===== src/rtl/uart_rx_param.sv =====
// uart_rx_param: parametrised UART receiver with majority-vote sampling and a valid/ready
// holding register. Define UART_PARITY_EN to add one parity bit after the data bits.
module uart_rx_param #(
  parameter int CLK_HZ     = 25000000,
  parameter int BAUD       = 115200,
  parameter int DATA_BITS  = 8,
  parameter int OVERSAMPLE = 16,
  parameter int PARITY_ODD = 0
) (
  input  logic                 ext_clk_25m,
  input  logic                 ext_rst,
  input  logic                 uart_rx,
  output logic [DATA_BITS-1:0] rx_data,
  output logic                 rx_valid,
  input  logic                 rx_ready,
  output logic                 frame_err,
  output logic                 parity_err,
  output logic                 overrun,
  output logic                 busy
);

  localparam int DIV_RAW = (CLK_HZ + (BAUD * OVERSAMPLE) / 2) / (BAUD * OVERSAMPLE);
  localparam int DIV     = (DIV_RAW < 1) ? 1 : DIV_RAW;
  localparam int DIV_W   = (DIV > 1) ? $clog2(DIV) : 1;
  localparam int PH_W    = $clog2(OVERSAMPLE);
  localparam int BIT_W   = $clog2(DATA_BITS + 1);
  localparam int M       = OVERSAMPLE / 2;

  localparam logic [DIV_W-1:0] DIV_LAST = DIV_W'(DIV - 1);
  localparam logic [PH_W-1:0]  PH_LO    = PH_W'(M - 1);
  localparam logic [PH_W-1:0]  PH_MID   = PH_W'(M);
  localparam logic [PH_W-1:0]  PH_EVAL  = PH_W'(M + 1);
  localparam logic [PH_W-1:0]  PH_LAST  = PH_W'(OVERSAMPLE - 1);
  localparam logic [BIT_W-1:0] BIT_LAST = BIT_W'(DATA_BITS - 1);

  typedef enum logic [2:0] {
    ST_IDLE   = 3'd0,
    ST_START  = 3'd1,
    ST_DATA   = 3'd2,
    ST_STOP   = 3'd3,
    ST_BREAK  = 3'd4
`ifdef UART_PARITY_EN
    , ST_PARITY = 3'd5
`endif
  } state_t;

  state_t state_r;
  state_t state_nx_s;

  logic                 sync1_r;
  logic                 sync2_r;
  logic                 prev_r;
  logic                 line_s;
  logic                 start_s;
  logic                 tick_s;
  logic                 eval_s;
  logic                 bit_end_s;
  logic                 maj_s;
  logic [DIV_W-1:0]     div_cnt_r;
  logic [PH_W-1:0]      phase_r;
  logic [BIT_W-1:0]     bit_cnt_r;
  logic [1:0]           samp_r;
  logic [DATA_BITS-1:0] shift_r;
  logic                 shift_en_s;
  logic                 commit_s;
  logic                 break_entry_s;
`ifdef UART_PARITY_EN
  logic                 par_en_s;
  logic                 par_bit_r;
`endif

  function automatic logic majority3(input logic a, input logic b, input logic c);
    return (a & b) | (a & c) | (b & c);
  endfunction

`ifdef UART_PARITY_EN
  function automatic logic parity_fail(input logic [DATA_BITS-1:0] data, input logic par_bit);
    return (^{data, par_bit}) != PARITY_ODD[0];
  endfunction
`endif

  // Line synchroniser, plus a history flop for falling-edge detection.
  always_ff @(posedge ext_clk_25m) begin
    if (ext_rst) begin
      sync1_r <= 1'b1;
      sync2_r <= 1'b1;
      prev_r  <= 1'b1;
    end else begin
      sync1_r <= uart_rx;
      sync2_r <= sync1_r;
      prev_r  <= sync2_r;
    end
  end

  assign line_s    = sync2_r;
  assign start_s   = prev_r & ~line_s;
  assign tick_s    = (state_r != ST_IDLE) && (div_cnt_r == DIV_LAST);
  assign eval_s    = tick_s && (phase_r == PH_EVAL);
  assign bit_end_s = tick_s && (phase_r == PH_LAST);
  // The third vote is the live sample taken on the evaluation tick itself.
  assign maj_s     = majority3(samp_r[0], samp_r[1], line_s);

  // FSM state register; busy is registered from the next state so it tracks state exactly.
  always_ff @(posedge ext_clk_25m) begin
    if (ext_rst) begin
      state_r <= ST_IDLE;
      busy    <= 1'b0;
    end else begin
      state_r <= state_nx_s;
      busy    <= (state_nx_s != ST_IDLE);
    end
  end

  // FSM next-state logic.
  always_comb begin
    state_nx_s = state_r;
    case (state_r)
      ST_IDLE: begin
        if (start_s) state_nx_s = ST_START;
        else         state_nx_s = ST_IDLE;
      end
      ST_START: begin
        if (eval_s && maj_s) state_nx_s = ST_IDLE;
        else if (bit_end_s)  state_nx_s = ST_DATA;
        else                 state_nx_s = ST_START;
      end
      ST_DATA: begin
        if (bit_end_s && (bit_cnt_r == BIT_LAST)) begin
`ifdef UART_PARITY_EN
          state_nx_s = ST_PARITY;
`else
          state_nx_s = ST_STOP;
`endif
        end else begin
          state_nx_s = ST_DATA;
        end
      end
`ifdef UART_PARITY_EN
      ST_PARITY: begin
        if (bit_end_s) state_nx_s = ST_STOP;
        else           state_nx_s = ST_PARITY;
      end
`endif
      ST_STOP: begin
        if (eval_s) begin
          if (maj_s) state_nx_s = ST_IDLE;
          else       state_nx_s = ST_BREAK;
        end else begin
          state_nx_s = ST_STOP;
        end
      end
      ST_BREAK: begin
        if (tick_s && line_s && (phase_r == PH_LAST)) state_nx_s = ST_IDLE;
        else                                          state_nx_s = ST_BREAK;
      end
      default: state_nx_s = ST_IDLE;
    endcase
  end

  // FSM output strobes for the datapath.
  always_comb begin
    shift_en_s    = 1'b0;
    commit_s      = 1'b0;
    break_entry_s = 1'b0;
`ifdef UART_PARITY_EN
    par_en_s      = 1'b0;
`endif
    case (state_r)
      ST_DATA: shift_en_s = eval_s;
`ifdef UART_PARITY_EN
      ST_PARITY: par_en_s = eval_s;
`endif
      ST_STOP: begin
        commit_s      = eval_s;
        break_entry_s = eval_s & ~maj_s;
      end
      default: begin
        shift_en_s    = 1'b0;
        commit_s      = 1'b0;
        break_entry_s = 1'b0;
      end
    endcase
  end

  // Tick divider, bit phase, data-bit count and the two stored votes.
  always_ff @(posedge ext_clk_25m) begin
    if (ext_rst) begin
      div_cnt_r <= '0;
      phase_r   <= '0;
      bit_cnt_r <= '0;
      samp_r    <= '0;
    end else begin
      if ((state_r == ST_IDLE) || tick_s) div_cnt_r <= '0;
      else                                div_cnt_r <= div_cnt_r + 1'b1;

      // In BREAK the phase counts consecutive high ticks and restarts on any low sample.
      if ((state_r == ST_IDLE) || break_entry_s) begin
        phase_r <= '0;
      end else if (tick_s) begin
        if ((state_r == ST_BREAK) && !line_s) phase_r <= '0;
        else if (phase_r == PH_LAST)          phase_r <= '0;
        else                                  phase_r <= phase_r + 1'b1;
      end

      if (state_r != ST_DATA) bit_cnt_r <= '0;
      else if (bit_end_s)     bit_cnt_r <= bit_cnt_r + 1'b1;

      if (tick_s && (phase_r == PH_LO))  samp_r[0] <= line_s;
      if (tick_s && (phase_r == PH_MID)) samp_r[1] <= line_s;
    end
  end

  // Frame capture: data shifts in LSB first, parity bit kept separately.
  always_ff @(posedge ext_clk_25m) begin
    if (ext_rst) begin
      shift_r   <= '0;
`ifdef UART_PARITY_EN
      par_bit_r <= 1'b0;
`endif
    end else begin
      if (shift_en_s) shift_r <= {maj_s, shift_r[DATA_BITS-1:1]};
`ifdef UART_PARITY_EN
      if (par_en_s) par_bit_r <= maj_s;
`endif
    end
  end

  // Holding register: a commit loads only when the slot is empty or draining this cycle.
  always_ff @(posedge ext_clk_25m) begin
    if (ext_rst) begin
      rx_data    <= '0;
      rx_valid   <= 1'b0;
      frame_err  <= 1'b0;
      parity_err <= 1'b0;
      overrun    <= 1'b0;
    end else if (commit_s) begin
      if (!rx_valid || rx_ready) begin
        rx_data   <= shift_r;
        rx_valid  <= 1'b1;
        frame_err <= ~maj_s;
`ifdef UART_PARITY_EN
        parity_err <= parity_fail(shift_r, par_bit_r);
`else
        parity_err <= 1'b0;
`endif
        overrun   <= 1'b0;
      end else begin
        overrun <= 1'b1;
      end
    end else begin
      overrun <= 1'b0;
      if (rx_valid && rx_ready) rx_valid <= 1'b0;
    end
  end

endmodule


===== config.mk =====
export PLATFORM = sky130hd
export DESIGN_NAME = uart_rx_param
export DESIGN_NICKNAME = d
export VERILOG_FILES = /design/src/rtl/uart_rx_param.sv
export SDC_FILE = /design/constraint.sdc
export NUM_CORES = 1
export LEC_CHECK = 0
export CAP_MARGIN = 20
export CORE_MARGIN = 5
export CORE_UTILIZATION = 30
export CTS_CLUSTER_SIZE = 25
export DETAILED_ROUTE_END_ITERATION = 10
export PLACE_DENSITY = 0.43
export SLEW_MARGIN = 0
export SYNTH_ARGS = -nofsm -noshare
export SYNTH_HDL_FRONTEND = slang
export SYNTH_SLANG_ARGS = --single-unit

===== constraint.sdc =====
create_clock -name ext_clk_25m -period 4.02 [get_ports ext_clk_25m]
set_input_delay 0.804 -clock ext_clk_25m [delete_from_list [all_inputs] [get_ports ext_clk_25m]]
set_output_delay 0.804 -clock ext_clk_25m [all_outputs]
set_load 0.01 [all_outputs]

; ---- After elaboration in Yosys (flattened, before gate mapping)
; Cells that the tools add are included.
[word_totals]
reg_bits = 40
in_bits = 4
out_inout_bits = 13
wordCells = 83
[op_classes]
addsub = 3
n_eq_ne = 12
n_mux = 17
n_bitwise = 10
n_reduce_logical = 26
[op_table]
columns = operator, count
row1 = $eq A4 B4 Y1 const B, 4
row2 = $pmux W3 S5, 1
row3 = $add A4 B1 Y4 const B, 3
row4 = $logic_and A1 B1 Y1, 11
row5 = $mux W1, 9
row6 = $mux W3, 3
row7 = $eq A4 B3 Y1 const B, 2
row8 = $mux W4, 2
row9 = $reduce_or A2 Y1, 4
row10 = $eq A3 B2 Y1 const B, 2
row11 = $reduce_bool A3 Y1, 2
row12 = $and A1 B1 Y1, 5
row13 = $mux W2, 2
row14 = $reduce_and A2 Y1, 2
row15 = $eq A3 B1 Y1 const B, 1
row16 = $eq A3 B3 Y1 const B, 1
row17 = $logic_not A3 Y1, 1
row18 = $logic_or A1 B1 Y1, 3
row19 = $ne A3 B2 Y1 const B, 1
row20 = $not A1 Y1, 3
row21 = $logic_not A1 Y1, 2
row22 = $ne A2 B1 Y1 const B, 1
row23 = $or A1 B1 Y1, 2
row24 = $reduce_bool A2 Y1, 1

; ---- Depth between registers and ports, before layout
; Gate-level depths: netlist of the first run.
[logic_depth]
depth_word = 8
depth_mapped = 9
depth_no_buf = 7

; ---- Worst setup path after synthesis of the first run
; No wires, ideal clock.
[synth_timing]
path_type = register -> register
start = register div_cnt_r[0]
end = register busy
setup_ps = 144
arrival_time_ps = 1581
t_required_ps = 3876
path_slack_ps = 2295
stages_incl_launch_ff = 7
path_buffers = 0
period_less_slack_ps = 1725
cell_sequence = dfxtp_1 ha_1 nand3_4 nor3_4 a311oi_1 a2111oi_2 a41oi_1
[synth_via]
elab_chain_len = 7
elab_cells_between_ends = 15
classes_between = eq/ne (1) / mux (6) / reduce/logical (8)
[synth_rtl]
columns = item, line
row1 = from (decl), 59  ; logic [DIV_W-1:0] div_cnt_r;
row2 = from (signal assigned), 194  ; else div_cnt_r <= div_cnt_r + 1'b1;
row3 = $eq A4 B4 Y1 *, 97  ; assign tick_s = (state_r != ST_IDLE) && (div_cnt_r == DIV_LAST);
row4 = $logic_and A1 B1 Y1 *, 97
row5 = "$logic_and A1 B1 Y1, on equally long branches", "99, 153, 98"
row6 = $mux W2 (tied with other cells), 124  ; else if (bit_end_s) state_nx_s = ST_DATA;
row7 = $mux W2 (tied with other cells), 123  ; if (eval_s && maj_s) state_nx_s = ST_IDLE;
row8 = $pmux W3 S5 *, 117  ; case (state_r)
row9 = $reduce_bool A3 Y1 *, 110  ; busy <= (state_nx_s != ST_IDLE);
row10 = to (signal assigned), 110
row11 = to (decl), 19  ; output logic busy
; Mark *: on every way between the ends. The rest lies on a longest branch, timed or not.
; A chain may end at the register's enable or synchronous reset.

; ---- Worst setup path in the final report of the first run
[layout_timing]
start = register div_cnt_r[0]
end = register rx_data[7]
[layout_via]
elab_chain_len = 5
[layout_rtl]
columns = item, line
row1 = $eq A4 B4 Y1, 97
row2 = $logic_and A1 B1 Y1, 97
row3 = $logic_and A1 B1 Y1, 98  ; assign eval_s = tick_s && (phase_r == PH_EVAL);
row4 = $mux W1, 168  ; case (state_r)
row5 = $reduce_and A2 Y1 (no source line), --
row6 = to (signal assigned), 238  ; rx_data <= shift_r;
row7 = to (decl), 13  ; output logic [DATA_BITS-1:0] rx_data,
; Every way passes these cells.

==> flow_metrics.tcl, run 1 <==
set metrics [dict create \
    synthMuxAreaShare_pct 6.36 \
    tightest_slew_ns 0.633 \
    async_reset_ff_share_pct 0 \
    rsz0062_at_grt "false" \
    first_pass_iters 4 \
    fin_skew_ns 0.00720 \
    startpoint "div_cnt_r[0]$_SDFF_PP0_" \
    worst-setup-path-type "flip-flop to flip-flop" \
    cts-resized-gates 0 \
    portBuffers 15 \
    antenna_cells 0 \
    fp.dieH_um 86.0 \
    synthesis.nets 196 \
    cts_tree "built" \
    vias 1259 \
    root_buffer "clkbuf_8" \
    synth_top_family_by_area "simple AND/OR/NAND/NOR gates" \
    timing.final.hold_violations 0 \
    path_max_fanout 9 \
    synth_xor_xnor_area_share_pct 4.05 \
    final_nets 211 \
    synth_compound_area_share_pct 7.95 \
    seq_area_um2 801 \
    area_growth_pct 18.3 \
    core_um2 5570 \
    routedWlPerCell_um 12.2 \
    layout_common_cells "40 x dfxtp_1, 25 x nand2_1, 25 x nor2_1, 15 x clkdlybuf4s50_1" \
    fmax_mhz 481 \
    ys.flop_type "dfxtp_1" \
    finalPower_mw 0.768 \
    path_clk_slew_ns 0.08 \
    layout_commonest_cell "dfxtp_1" \
    n_fill_cell 575 \
    final_antenna_net_count 0 \
    required_ns 4.25 \
    cts_num_sinks 40 \
    fin_crit_ns 2.08 \
    cts-buffers-inserted 5 \
    drt-total-wl_mm 3.34 \
    post-route-period-util_pct 51.7 \
    ys_seq_elements 40 \
    dp.cells 266 \
    r2r_start "div_cnt_r[0]$_SDFF_PP0_" \
    slew_headroom_pct 57.7 \
    drtIter0Drc 49 \
    finalSetupViolations 0 \
    setup_tns_ns 0 \
    fp-row-count 27 \
    synthAdderAreaFrac_pct 4.91 \
    synthesis.instances 186 \
    end_kind "flip-flop" \
    die_w_um 86.0 \
    grt_antenna_before_repair 0 \
    drv_slew 0 \
    drc 0 \
    drv_cap 0 \
    drive_gt1_share_pct 13.4 \
    status "finished clean" \
    yosysUniqueCellTypes 43 \
    io_pins 17 \
    synth_edf_count 0 \
    hold_class "flip-flop to flip-flop" \
    clock_path_buffers 2 \
    cp.arrival_ns 2.31 \
    vias_per_cell 4.59 \
    hold_ws_ns 0.424 \
    fin_cells 274 \
    netlist_area_um2 1730 \
    place_hpwl_mm 2.43 \
    powerDensity_nw_per_um2 375 \
    grt_start_max_net_pins 29 \
    groute.usage.overall_pct 10.2 \
    worstSkewPairLatency_ns 0.30 \
    die_area_um2 7390 \
    ctsHtreeMaxLevel 2 \
    gr-total-overflow 0 \
    p_leak_nw 0.789 \
    seq_area_frac_synth_pct 46.2 \
    post_cts_buffers 0 \
    yosysWarnings 0 \
    vdd_drop_max_v 0.000159 \
    crit_path_start_kind "flip-flop" \
    multiInputGateArea_um2 860 \
    grt_pass1_vias 1289 \
    grt_pass1_wl_mm 5.98 \
    gp_congestion 0.770 \
    synthSimpleGateAreaFrac_pct 26.2 \
    syn_avg_cell_area_um2 9.31 \
    holdBufCountCts 0 \
    initial_core_util_pct 31.1 \
    hold_start "sync1_r$_SDFF_PP1_" \
]
==> worst paths after layout <==
path,to,slack (ns),depth (start not counted)
setup / recovery,rx_data[7]$_SDFFE_PP0P_,1.94,6
hold / removal,line_s$_SDFF_PP1_,0.42,1
setup reg to reg,rx_data[7]$_SDFFE_PP0P_,1.94,6
hold reg to reg,line_s$_SDFF_PP1_,0.42,1
==> power by group <==
group | switching (mW) | internal [mW] | leakage [nW] | total, mW
registers | 0.00227 | 0.398 | 0.323 | 0.401
logic | 0.0110 | 0.00940 | 0.405 | 0.0204
clock network | 0.144 | 0.203 | 0.0614 | 0.347
==> state kept, by name, summed over array words and instances, names as in the netlist <==
register,count
prev_r,1
overrun,1
state_r,3
samp_r,2
rx_valid,1
div_cnt_r,4
sync1_r,1
line_s,1
phase_r,4
frame_err,1
bit_cnt_r,4
shift_r,8
rx_data,8
busy,1
==> stage by stage <==
stage	setup WS [ns]	area (um2)	utilization [%]
global route	1.67	2050	36.7
global placement	1.73	1930	34.6
CTS	1.92	2050	36.7
finish	1.94	2050	36.7
floorplan	2.30	1730	-
detailed placement	1.71	1930	34.6
==> worst max-delay path, cell delays in order (launching register included) <==
cell	delay [ns]
dfxtp_1	0.38
ha_1	0.23
and3_1	0.26
nand4_1	0.27
nor2b_1	0.59
nand2_1	0.12
a21oi_1	0.15
==> cell families (layout without fill, tap and decap cells) <==
kind of cell,count (synthesis),in the layout
and+or+nand+nor,85,85
DFF,40,40
AOI/OAI and AO/OA,21,21
buffers and inverters,13,29
muxes,11,11
xor gates and xnor gates,8,8
adders and majority gates,7,7
other,1,1
==> metal layers <==
layer,global-route usage [%],wire length [um],vias to the layer above,share of wire [%]
met2,16.2,1470,21,44
met3,2.59,113,8,3.4
met5,0,0,-,0
met1,12.6,1670,576,50
li1,-,-,654,-
met4,5.61,81,0,2.4
==> Yosys cell counts, drive strengths merged (2+ instances only) <==
| cell | n | area, um2 |
|---|---|---|
| nand2 | 25 | 93.8 |
| and3 | 2 | 13.8 |
| nand2b | 3 | 18.8 |
| nand3 | 4 | 32.5 |
| inv | 5 | 18.8 |
| clkbuf | 2 | 7.51 |
| nor2 | 26 | 100 |
| xnor2 | 4 | 35.0 |
| dfxtp | 40 | 801 |
| a21o | 2 | 16.3 |
| nand4 | 4 | 31.3 |
| a21oi | 11 | 55.1 |
| nor3 | 5 | 47.5 |
| xor2 | 4 | 35.0 |
| mux2i | 11 | 110 |
| buf | 6 | 45.0 |
| or2 | 6 | 37.5 |
| o21ai | 3 | 15.0 |
| ha | 6 | 75.1 |
| nor4 | 2 | 12.5 |
==> layout make-up <==
class | instances | area share, %
multi-input combinational | 133 | 42.0
sequential | 40 | 39.1
timing repair buffer | 16 | 7.70
tap | 72 | 4.40
clock buffer | 6 | 4.03
clock inverter | 2 | 1.89
inverter | 5 | 0.916
(Power assumes the default switching activity.)
==> run 2, diff against run 1 <==
==> constraint.sdc (replaced) <==
create_clock -name ext_clk_25m -period 2.1 [get_ports ext_clk_25m]
set_input_delay 0.42 -clock ext_clk_25m [delete_from_list [all_inputs] [get_ports ext_clk_25m]]
set_output_delay 0.42 -clock ext_clk_25m [all_outputs]
set_load 0.01 [all_outputs]
==> run 2 against run 1 <==
  * Sequential cell count did not move
  * Global-route usage fell by 0.062 points
  * Register-to-register slack worse by 1.7 ns
  * Power up 67%
  * Critical path type unchanged
  * Sequential power rose by 91%
  * Non-clock buffer count grew 4
  * Clock power up 38%
  * Wire length about the same
  * Highest routed layer unchanged
  * Die area unchanged
  * Via count increased by 3.0%
  * Clock skew shrank 0.00091 ns
==> flow_metrics.tcl, run 2 (synthesis gave the netlist of run 1 again) <==
set metrics [dict create \
    status "finished clean" \
    antenna_cells 0 \
    grt_pass1_vias 1264 \
    cts_num_sinks 40 \
    ctsHtreeMaxLevel 2 \
    hold_start "sync1_r$_SDFF_PP1_" \
    place_hpwl_mm 2.48 \
    drt-total-wl_mm 3.34 \
    ff2ff_path_depth 6 \
    setup_tns_ns 0 \
    post-route-period-util_pct 88.7 \
    core_um2 5570 \
    reg2reg_to "busy$_SDFF_PP0_" \
    fp-row-count 27 \
    vias_per_cell 4.68 \
    multiInputGateArea_um2 860 \
    dp_slack_ns 0.242 \
    portBuffers 15 \
    finalSetupViolations 0 \
    first_pass_iters 4 \
    groute.usage.overall_pct 10.2 \
    timing.final.hold_violations 0 \
    crit_path_start_kind "flip-flop" \
    fin_skew_ns 0.00629 \
    seq_area_um2 801 \
    drive_gt1_share_pct 14.6 \
    worstSkewPairLatency_ns 0.29 \
    p_leak_nw 0.788 \
    n_fill_cell 573 \
    routedWlPerCell_um 12.1 \
    final_antenna_net_count 0 \
    vdd_drop_max_v 0.000297 \
    layout_common_cells "40 x dfxtp_1, 25 x nand2_1, 25 x nor2_1, 15 x clkdlybuf4s50_1" \
    drc 0 \
    final_nets 215 \
    drv_slew 0 \
    gr-total-overflow 0 \
    holdBufCountCts 0 \
    vias 1297 \
    p_int_mw 1.01 \
    r2r_start "phase_r[0]$_SDFFE_PP0P_" \
    whs_path_depth 1 \
    largest_registers "rx_data (8), shift_r (8)" \
    fp.dieH_um 86.0 \
    netSwitchingFraction_pct 21.7 \
    powerDensity_nw_per_um2 631 \
    final_cell_area_um2 2040 \
    path_max_fanout 5 \
    drtIter0Drc 64 \
    grt_antenna_before_repair 0 \
    cp.arrival_ns 1.99 \
    path_clk_slew_ns 0.07 \
    hold-path-endpoint "line_s$_SDFF_PP1_" \
    post_cts_buffers 0 \
    gp_congestion 0.777 \
    rsz0062_at_grt "false" \
    required_ns 2.23 \
    layout_commonest_cell "dfxtp_1" \
    root_buffer "clkbuf_8" \
    area_growth_pct 17.7 \
    grt_pass1_wl_mm 5.93 \
    die_w_um 86.0 \
    fmax_mhz 537 \
    end_kind "flip-flop" \
    cts-buffers-inserted 5 \
    p_seq_share_pct 59.6 \
    worst-setup-path-type "flip-flop to flip-flop" \
    drv_cap 0 \
    fin_ws_ns 0.238 \
    p_comb_share_pct 3.2 \
    io_pins 17 \
    clock_path_buffers 2 \
    r2r_slack_ns 0.24 \
    die_area_um2 7390 \
    cts_tree "built" \
    dpl_cell_area_um2 1960 \
    initial_core_util_pct 31.1 \
    fin_crit_ns 1.86 \
    cts-resized-gates 0 \
    p_switching_mw 0.279 \
    hold_class "flip-flop to flip-flop" \
    grt_start_max_net_pins 28 \
    power_frac_clock_pct 37.2 \
]
==> run 2: how the worst max path moves through the flow <==
stage	slack, ns	cells after the start	start	endpoint
2_1_floorplan	0.38	6	div_cnt_r[0]$_SDFF_PP0_	busy$_SDFF_PP0_
3_3_place_gp	0.19	6	phase_r[0]$_SDFFE_PP0P_	busy$_SDFF_PP0_
3_5_place_dp	0.24	6	phase_r[0]$_SDFFE_PP0P_	busy$_SDFF_PP0_
4_1_cts	0.21	6	phase_r[0]$_SDFFE_PP0P_	busy$_SDFF_PP0_
5_1_grt	0.08	6	div_cnt_r[0]$_SDFF_PP0_	rx_data[2]$_SDFFE_PP0P_
6_report	0.24	6	phase_r[0]$_SDFFE_PP0P_	busy$_SDFF_PP0_
==> run 2: per-layer routing <==
| layer | vias up | wire, um | track usage [%] |
|---|---|---|---|
| li1 | 659 | - | - |
| met1 | 598 | 1590 | 13.4 |
| met2 | 34 | 1450 | 15.3 |
| met3 | 6 | 238 | 3.46 |
| met4 | 0 | 60 | 3.88 |
| met5 | - | 0 | 0 |
==> run 2: worst max-delay path, cell delays in order, from the launching register on <==
cell and delay (ns):
dfxtp_1 0.41, ha_1 0.21, nand3_1 0.18, nor3_4 0.19
a311oi_1 0.08, a2111oi_2 0.39, a41oi_1 0.23
==> run 2: per-stage QoR <==
stage	utilization [%]	cells	hold slack (ns)	power [mW]
after CTS	36.6	277	0.435	1.31
final	36.6	277	0.429	1.29
after global placement	35.1	270	0.393	0.826
after global routing	36.6	277	0.455	1.34
after floorplan	-	186	0.389	0.813
after detailed placement	35.1	270	0.408	0.826
==> run 2: area by class of cell <==
type | count | area share, %
multi-input cells | 133 | 42.2
flip-flops and latches | 40 | 39.3
repair buffers | 20 | 9.21
well taps | 72 | 4.42
clock buffers | 5 | 3.38
inverters | 5 | 0.921
clock inverters | 2 | 0.614
==> run 2: power by group through the flow <==
| stage | combinational, mW | clock [mW] | sequential, mW |
|---|---|---|---|
| 2_1_floorplan | 0.0286 | 0 | 0.785 |
| 3_5_place_dp | 0.0419 | 0 | 0.784 |
| 6_report | 0.0414 | 0.478 | 0.766 |
| 5_1_grt | 0.0459 | 0.532 | 0.767 |
| 3_3_place_gp | 0.0416 | 0 | 0.784 |
| 4_1_cts | 0.0420 | 0.502 | 0.766 |
==> run 3, diff against run 2 <==
--- a/config.mk
+++ b/config.mk
@@ -8,10 +8,9 @@
 export CAP_MARGIN = 20
 export CORE_MARGIN = 5
 export CORE_UTILIZATION = 30
-export CTS_CLUSTER_SIZE = 25
 export DETAILED_ROUTE_END_ITERATION = 10
 export PLACE_DENSITY = 0.43
-export SLEW_MARGIN = 0
+export SLEW_MARGIN = 10
 export SYNTH_ARGS = -nofsm -noshare
 export SYNTH_HDL_FRONTEND = slang
 export SYNTH_SLANG_ARGS = --single-unit
==> results of run 3 <==
The final DEF is identical to that of run 2; final timing and power are the same.
